$ cat config.mk
export PLATFORM = sky130hd
export DESIGN_NAME = uart_tx_hs
export DESIGN_NICKNAME = d
export VERILOG_FILES = /design/src/rtl/uart_pkg.sv /design/src/rtl/uart_tx_fifo.sv /design/src/rtl/uart_tx_hs.sv
export SDC_FILE = /design/constraint.sdc
export NUM_CORES = 1
export LEC_CHECK = 0
export ABC_AREA = 1
export BUFFER_PORTS_ARGS = -buffer_cell sky130_fd_sc_hd__buf_2
export CAP_MARGIN = 20
export CORE_MARGIN = 2
export CORE_UTILIZATION = 35
export CTS_BUF_LIST = sky130_fd_sc_hd__clkbuf_4
export DETAILED_ROUTE_END_ITERATION = 16
export PLACE_DENSITY = 0.57
export SYNTH_ARGS = -nofsm -noshare
export SYNTH_HDL_FRONTEND = slang
export SYNTH_SLANG_ARGS = --single-unit
$ cat constraint.sdc
create_clock -name clk -period 1.9 [get_ports clk]
set_input_delay 0.095 -clock clk [delete_from_list [all_inputs] [get_ports clk]]
set_output_delay 0.095 -clock clk [all_outputs]
set_load 0.05 [all_outputs]
$ cat src/rtl/uart_pkg.sv
// Shared types and helpers for the handshake-driven UART transmitter.
package uart_pkg;

   typedef enum logic [2:0] {
      IDLE,
      START,
      DATA,
      PARITY,
      STOP
   } tx_state_t;

   typedef enum logic {
      HS_WAIT,
      HS_ACK
   } hs_state_t;

   localparam int unsigned FRAME_BITS = 11;

   function automatic logic parity_bit(input logic [7:0] data, input logic odd);
      return (^data) ^ odd;
   endfunction

endpackage

$ cat src/rtl/uart_tx_fifo.sv
// Circular byte FIFO feeding the UART transmitter; DEPTH must be a power of 2.
import uart_pkg::*;

module uart_tx_fifo #(
   parameter int unsigned DEPTH = 4
) (
   input  logic       clk,
   input  logic       reset,
   input  logic       push,
   input  logic [7:0] din,
   input  logic       pop,
   output logic [7:0] dout,
   output logic       full,
   output logic       empty
);

   localparam int unsigned PTR_W = $clog2(DEPTH);
   localparam int unsigned CNT_W = PTR_W + 1;

   logic [7:0]       mem [DEPTH];
   logic [PTR_W-1:0] rd_ptr;
   logic [PTR_W-1:0] wr_ptr;
   logic [CNT_W-1:0] count;
   logic             do_push;
   logic             do_pop;

   assign do_push = push && !full;
   assign do_pop  = pop && !empty;

   assign full  = (count == CNT_W'(DEPTH));
   assign empty = (count == '0);
   assign dout  = mem[rd_ptr];

   always_ff @(posedge clk) begin
      if (do_push) begin
         mem[wr_ptr] <= din;
      end
   end

   // Pointers wrap naturally because DEPTH is a power of two.
   always_ff @(posedge clk) begin
      if (reset) begin
         rd_ptr <= '0;
         wr_ptr <= '0;
         count  <= '0;
      end else begin
         if (do_push) begin
            wr_ptr <= wr_ptr + 1'b1;
         end
         if (do_pop) begin
            rd_ptr <= rd_ptr + 1'b1;
         end
         case ({do_push, do_pop})
            2'b10:   count <= count + 1'b1;
            2'b01:   count <= count - 1'b1;
            default: count <= count;
         endcase
      end
   end

endmodule

$ cat src/rtl/uart_tx_hs.sv
// UART transmitter with four-phase Send/Sent byte intake and 8-data + parity framing.
// Define UART_TX_FIFO_EN for a FIFO_DEPTH-entry buffer; otherwise a single holding register.
//
// tx state | meaning
// IDLE     | line high, waiting for a buffered byte
// START    | driving start bit (0)
// DATA     | shifting out 8 data bits, LSB first
// PARITY   | driving parity bit
// STOP     | driving stop bit (1); chains straight into the next frame if buffered
import uart_pkg::*;

module uart_tx_hs #(
   parameter int unsigned MAX_CYCLES_COUNT = 5208,
   parameter bit          ODD_PARITY       = 1'b1,
   parameter int unsigned FIFO_DEPTH       = 4
) (
   input  logic       clk,
   input  logic       reset,
   input  logic       Send,
   input  logic [7:0] Din,
   output logic       Sent,
   output logic       Sout,
   output logic       busy,
   output logic       full
);

   localparam int unsigned BAUD_W = (MAX_CYCLES_COUNT > 1) ? $clog2(MAX_CYCLES_COUNT) : 1;
   localparam logic [BAUD_W-1:0] BAUD_LAST = BAUD_W'(MAX_CYCLES_COUNT - 1);

   hs_state_t         hs_state;
   tx_state_t         tx_state;
   logic [BAUD_W-1:0] baud_cnt;
   logic [2:0]        bit_idx;
   logic [7:0]        shift_reg;
   logic              parity_r;
   logic              baud_end;
   logic              push;
   logic              pop;
   logic [7:0]        buf_dout;
   logic              buf_full;
   logic              buf_empty;

   // full is a registered-state flag, so a push is refused when full was set before the edge.
   assign push     = (hs_state == HS_WAIT) && Send && !buf_full;
   assign baud_end = (baud_cnt == BAUD_LAST);
   assign pop      = !buf_empty &&
                     ((tx_state == IDLE) || ((tx_state == STOP) && baud_end));

   assign full = buf_full;
   assign busy = (tx_state != IDLE) || !buf_empty;

`ifdef UART_TX_FIFO_EN
   uart_tx_fifo #(
      .DEPTH (FIFO_DEPTH)
   ) u_fifo (
      .clk   (clk),
      .reset (reset),
      .push  (push),
      .din   (Din),
      .pop   (pop),
      .dout  (buf_dout),
      .full  (buf_full),
      .empty (buf_empty)
   );
`else
   logic       hold_valid;
   logic [7:0] hold_data;
   logic       unused_fifo_depth;

   // Depth only matters for the FIFO build.
   assign unused_fifo_depth = ^FIFO_DEPTH;

   always_ff @(posedge clk) begin
      if (reset) begin
         hold_valid <= 1'b0;
         hold_data  <= '0;
      end else if (push) begin
         hold_valid <= 1'b1;
         hold_data  <= Din;
      end else if (pop) begin
         hold_valid <= 1'b0;
      end
   end

   assign buf_dout  = hold_data;
   assign buf_full  = hold_valid;
   assign buf_empty = !hold_valid;
`endif

   always_ff @(posedge clk) begin
      if (reset) begin
         hs_state <= HS_WAIT;
         Sent     <= 1'b0;
      end else begin
         case (hs_state)
            HS_WAIT: begin
               if (push) begin
                  Sent     <= 1'b1;
                  hs_state <= HS_ACK;
               end
            end
            HS_ACK: begin
               if (!Send) begin
                  Sent     <= 1'b0;
                  hs_state <= HS_WAIT;
               end
            end
            default: begin
               Sent     <= 1'b0;
               hs_state <= HS_WAIT;
            end
         endcase
      end
   end

   // Sout is updated on the edge that enters each bit, so every bit lasts exactly one baud period.
   always_ff @(posedge clk) begin
      if (reset) begin
         tx_state  <= IDLE;
         Sout      <= 1'b1;
         baud_cnt  <= '0;
         bit_idx   <= '0;
         shift_reg <= '0;
         parity_r  <= 1'b0;
      end else if (tx_state == IDLE) begin
         Sout     <= 1'b1;
         baud_cnt <= '0;
         if (pop) begin
            shift_reg <= buf_dout;
            parity_r  <= parity_bit(buf_dout, ODD_PARITY);
            Sout      <= 1'b0;
            tx_state  <= START;
         end
      end else if (!baud_end) begin
         baud_cnt <= baud_cnt + 1'b1;
      end else begin
         baud_cnt <= '0;
         case (tx_state)
            START: begin
               Sout     <= shift_reg[0];
               bit_idx  <= '0;
               tx_state <= DATA;
            end
            DATA: begin
               if (bit_idx == 3'd7) begin
                  Sout     <= parity_r;
                  tx_state <= PARITY;
               end else begin
                  Sout      <= shift_reg[1];
                  shift_reg <= {1'b0, shift_reg[7:1]};
                  bit_idx   <= bit_idx + 3'd1;
               end
            end
            PARITY: begin
               Sout     <= 1'b1;
               tx_state <= STOP;
            end
            STOP: begin
               if (pop) begin
                  shift_reg <= buf_dout;
                  parity_r  <= parity_bit(buf_dout, ODD_PARITY);
                  Sout      <= 1'b0;
                  tx_state  <= START;
               end else begin
                  Sout     <= 1'b1;
                  tx_state <= IDLE;
               end
            end
            default: begin
               Sout     <= 1'b1;
               tx_state <= IDLE;
            end
         endcase
      end
   end

endmodule
# Word level (Yosys, flattened, before mapping)
# Index checks and enable logic that the tools add are counted.
[word_totals]
input_bits = 11
reg_bits = 40
output_inout_bits = 4
word_cells = 78
[op_classes]
muxes = 30
reduce_logical = 21
n_eq_ne = 12
bitwise = 3
addsub = 2
[ops]
columns = ["operator", "count"]
rows = [
  ["8-bit 2-to-1 mux", 4],
  ["8-bit one-hot mux with 2 select lines", 1],
  ["1-bit 2-to-1 mux", 15],
  ["3-bit 2-to-1 mux", 5],
  ["13-bit by 1-bit adder with 13-bit output, second input constant", 1],
  ["13-bit equality test, second input constant", 1],
  ["3-bit one-hot mux with 4 select lines", 1],
  ["2-bit != test, second input constant", 4],
  ["2-bit nonzero test", 4],
  ["8-bit parity", 1],
  ["3-bit by 2-bit equality test with 1-bit output, second input constant", 2],
  ["3-bit equality test, second input constant", 2],
  ["3-bit != test, second input constant", 2],
  ["3-bit one-hot mux with 2 select lines", 1],
  ["3-bit AND reduction", 2],
  ["3-bit nonzero test", 2],
  ["1-bit logical AND", 4],
  ["1-bit one-hot mux with 2 select lines", 2],
  ["2-bit AND reduction", 2],
  ["4-bit AND reduction", 1],
  ["3-bit by 1-bit adder with 3-bit output, second input constant", 1],
  ["3-bit by 1-bit equality test with 1-bit output, second input constant", 1],
  ["3-bit logical NOT", 1],
  ["1-bit NOT", 3],
  ["other kinds (4)", 5],
]

# Depth between registers and ports, before layout
[logic_depth]
ltp_word = 8
mapped_depth = 12
mapped_depth_nobuf = 11

# Worst setup path after synthesis
# No wires, ideal clock.
[synth_path]
kind = "register to register"
start = "register hold_valid, in the netlist full"
end = "register tx_state[2]"
period_less_slack_ns = 1.708
path_slack_ns = 0.192
path_buffers = 0
setup_ns = 0.120
arrival_ns = 1.588
stages_incl_launch_ff = 6
required_ns = 1.780
cell_sequence = "dfxtp_1 -> inv_1 -> nand2_1 -> nand3_2 -> o21ai_0 -> a21oi_1"
[synth_via]
elab_chain_len = 3
[synth_rtl]
columns = ["item", "line", "source"]
rows = [
  ["start, declared", "uart_tx_hs.sv:66", "logic hold_valid;"],
  ["start signal, assigned", "uart_tx_hs.sv:75", "hold_valid <= 1'b0;"],
  ["start signal, assigned", "uart_tx_hs.sv:78", "hold_valid <= 1'b1;"],
  ["start signal, assigned", "uart_tx_hs.sv:81", "hold_valid <= 1'b0;"],
  ["1-bit logical AND", "uart_tx_hs.sv:46", "assign pop = !buf_empty &&"],
  ["2-bit != test (no line)", "--", ""],
  ["3-bit AND reduction (no line)", "--", ""],
  ["end signal, assigned", "uart_tx_hs.sv:119", "tx_state <= IDLE;"],
  ["end signal, assigned", "uart_tx_hs.sv:132", "tx_state <= START;"],
  ["end signal, assigned", "uart_tx_hs.sv:142", "tx_state <= DATA;"],
  ["end, declared", "uart_tx_hs.sv:31", "tx_state_t tx_state;"],
]
# Every way passes these cells.
# A chain may end at the register's enable or synchronous reset.

# Worst setup path in the final report
[layout_path]
start = "register baud_cnt[0]"
end = "register Sout"
[layout_via]
elab_chain_len = 8
word_cells_on_any_way = 9
classes_between = "eq/ne (1); mux (4); reduce/logical (4)"
[layout_rtl]
columns = ["item", "line", "source"]
rows = [
  ["start, declared", "uart_tx_hs.sv:32", "logic [BAUD_W-1:0] baud_cnt;"],
  ["start signal, assigned", "uart_tx_hs.sv:135", "baud_cnt <= baud_cnt + 1'b1;"],
  ["13-bit equality test (*)", "uart_tx_hs.sv:45", "assign baud_end = (baud_cnt == BAUD_LAST);"],
  ["1-bit logical AND", "uart_tx_hs.sv:47", "((tx_state == IDLE) || ((tx_state == STOP) && baud_end));"],
  ["1-bit logical OR", "uart_tx_hs.sv:47", ""],
  ["1-bit logical AND", "uart_tx_hs.sv:46", ""],
  ["1-bit 2-to-1 mux", "uart_tx_hs.sv:128, uart_tx_hs.sv:159", ""],
  ["1-bit one-hot mux with 3 select lines", "uart_tx_hs.sv:138", "case (tx_state)"],
  ["1-bit 2-to-1 mux", "uart_tx_hs.sv:134", "end else if (!baud_end) begin"],
  ["1-bit 2-to-1 mux", "uart_tx_hs.sv:125", "end else if (tx_state == IDLE) begin"],
  ["end signal, assigned", "uart_tx_hs.sv:140", "Sout <= shift_reg[0];"],
  ["end signal, assigned", "uart_tx_hs.sv:146", "Sout <= parity_r;"],
  ["end signal, assigned", "uart_tx_hs.sv:149", "Sout <= shift_reg[1];"],
  ["end, declared", "uart_tx_hs.sv:22", "output logic Sout,"],
]
# Mark *: on every way between the ends. The rest lies on a longest branch, timed or not. The select of a mux whose other input is x is not followed.

==> out/metrics.yaml <==
run_status:
  outcome: "completed"
grt:
  grt_pass1_vias: 1580
  grt_start_max_net_pins: 23
  overflow: 0
  grtUsageTotal: 0.137
  antenna_found_initial: 0
  grt_pass1_wl_mm: 6.87
final_layout:
  fin_util: 0.400
  layout-drive-gt1-share: 0.109
  layout.nets: 315
  antennaDiodeCount: 0
  largest_reg_flops: 13
  finalInstanceArea_sq_um: 2190
  syn_to_final_growth_pct: 11.8
routing:
  drt-initial-drc-count: 89
  via_count: 1749
  first_pass_iters: 5
  wl_per_cell_um: 10.4
  ant_nets: 0
  route.detailed.drc: 0
  drt_wl_total_mm: 3.89
  viasPerCell: 4.68
power_and_ir_drop:
  irDropWorstVdd_mv: 0.596
  power_density_nw_per_um2: 1190
  p_leak_nw: 0.931
clock_network:
  cts_tree: "done"
  clock_path_buffers: 2
  cts_sinks: 40
  cts.repair.resized: 0
  cts_root_buffer: "clkbuf_4"
  clock_latency_ns: 0.34
  clkTransAtPathRegs_ns: 0.12
  post_cts.repair.setup_buffers: 0
  cts_buffers: 5
  htreeDepth: 2
  hold_buffers: 2
logic_synthesis:
  syn_avg_cell_area_sq_um: 6.97
  synth_seq_area_share: 0.409
  synthFlopType: "dfxtp_1"
  synth_fp_nets: 295
  async_flop_share: 0
  synth.cell_area_sq_um: 1960
  synth_edf_count: 0
  synth_cells: 281
  yosysWarnings: 0
  ys_seq_elements: 40
  yosysUniqueCellTypes: 27
floorplanning:
  floorplan.core_area_sq_um: 5470
  dieWidth_um: 78.8
  initial_utilization: 0.358
  rows: 27
  dieHeight_um: 78.8
  io_pins: 15
  die_area_sq_um: 6210
min_path:
  hold_class: "in -> reg"
job:
  drv_cap: 0
critical_path:
  slowest_delay_ns: 0.37
  crit_family: "simple AND/OR/NAND/NOR gates"
  crit_path_frequent_cell: "nand2_1"
  cp.buffers_inverters: 0
  cpMaxStageDelayCell: "dfxtp_1"
  crit_type: "reg -> reg"
  critPathRequiredTime_ns: 2.15
  crit_chain: "ha_1 -> nand2_1 -> nor2_1 -> nand3_1 -> nand2_2 -> nand3_1 -> nand2_1 -> nand3b_1 -> nand2_1 -> nand2_1"
  critical_path.startpoint_type: "register"
  endpoint_kind: "register"
  arrival_ns: 1.93
  crit_fanout: 8
placed_design:
  placed_area_sq_um: 2110
  hpwl_mm: 2.90
  gp_congestion: 0.770
  io_buffers: 14
sta:
  hold_violations: 0
  fmax_mhz: 596
  tightest_slew_ns: 0.433
  tns_ns: 0
  rsz0062_at_grt: "no"
  slew_headroom: 0.711
  slew_viol_final: 0
  period_share: 0.883
  clock_skew_ns: 0.0152
  fin_crit_ns: 1.68
  setup_violations: 0
==> layout make-up <==
class / instances / area [sq um]
clock inverters: 1 / 3.75
inverters: 44 / 165
clock buffers: 7 / 52.6
multi-input cells: 190 / 958
flip-flops and latches: 40 / 801
well taps: 72 / 90.1
fillers: 584 / 3280
repair buffers: 20 / 120
==> layer usage <==
layer  up-vias  share of wire  track usage
met5         -              0            0
met4         0         0.0072       0.0448
met3         4          0.036       0.0318
met2        26           0.46        0.225
met1       777           0.50        0.177
li1        942              -            -
==> Yosys cell counts (all sizes together) (3+ instances only) <==
cell type	number	share of area
a21oi	28	0.072
xor2	4	0.018
nand4	8	0.026
nand2	61	0.12
xnor2	6	0.027
nor2	32	0.069
o211ai	3	0.014
o21ai	14	0.036
nand3	13	0.036
nor3	8	0.020
dfxtp	40	0.41
ha	3	0.019
inv	44	0.084
clkbuf	5	0.0096
==> worst register-to-register path, cell delays in order, from the launching register on <==
cell and delay (ns):
dfxtp_1 0.37, ha_1 0.17, nand2_1 0.10, nor2_1 0.10, nand3_1 0.13, nand2_2 0.14, nand3_1 0.26, nand2_1 0.14
nand3b_1 0.09, nand2_1 0.07, nand2_1 0.04
==> through the flow <==
step | hold WS [ns] | worst slack, ns | total power [W] | instances
3_5_place_dp | 0.366 | 0.203 | 0.00219 | 364
6_report | 0.0148 | 0.222 | 0.00261 | 374
2_1_floorplan | 0.164 | 0.192 | 0.00196 | 281
3_3_place_gp | 0.353 | 0.228 | 0.00218 | 364
4_1_cts | 0.00374 | 0.200 | 0.00263 | 374
5_1_grt | 0.00475 | 0.0148 | 0.00284 | 374
==> final timing paths <==
path | slack, ns | cells after the start | endpoint | from
min reg2reg | 0.46 | 1 | baud_cnt[0] | baud_cnt[0]
max | 0.22 | 10 | Sout | baud_cnt[0]
min | 0.01 | 3 | buf_dout[7] | Din[7]
max reg2reg | 0.22 | 10 | Sout | baud_cnt[0]
==> cell usage in the layout (no fill, tap or decap) <==
master	count
nand3b_1	1
buf_4	4
o211ai_1	2
o22ai_1	1
inv_1	43
ha_1	3
nor2_4	2
a31oi_1	2
or2_2	2
nand2_1	60
o21ai_0	14
nand3_1	12
dfxtp_1	40
buf_2	14
xor2_1	4
o211ai_2	1
a211oi_1	2
clkinv_1	1
clkbuf_4	7
xnor2_1	6
nor3_1	8
nand2_2	1
dlygate4sd3_1	2
nand3_2	1
inv_2	1
nand4_1	8
nor3b_1	2
nor2_1	30
a21oi_1	28
==> where the power goes <==
part | switching [W] | internal [W] | leakage (nW)
Clock | 0.000270 | 0.000171 | 0.0338
Sequential | 0.0000857 | 0.000968 | 0.327
Combinational | 0.000747 | 0.000367 | 0.570
==> cell families after synthesis <==
| logic type | share of synthesized area |
|---|---|
| compound gates | 0.139 |
| xor+xnor | 0.0447 |
| fa+ha+maj | 0.0192 |
| buf+inv | 0.102 |
| flops | 0.409 |
| simple gates | 0.287 |
Note: power is estimated with default switching activity, not from simulation.
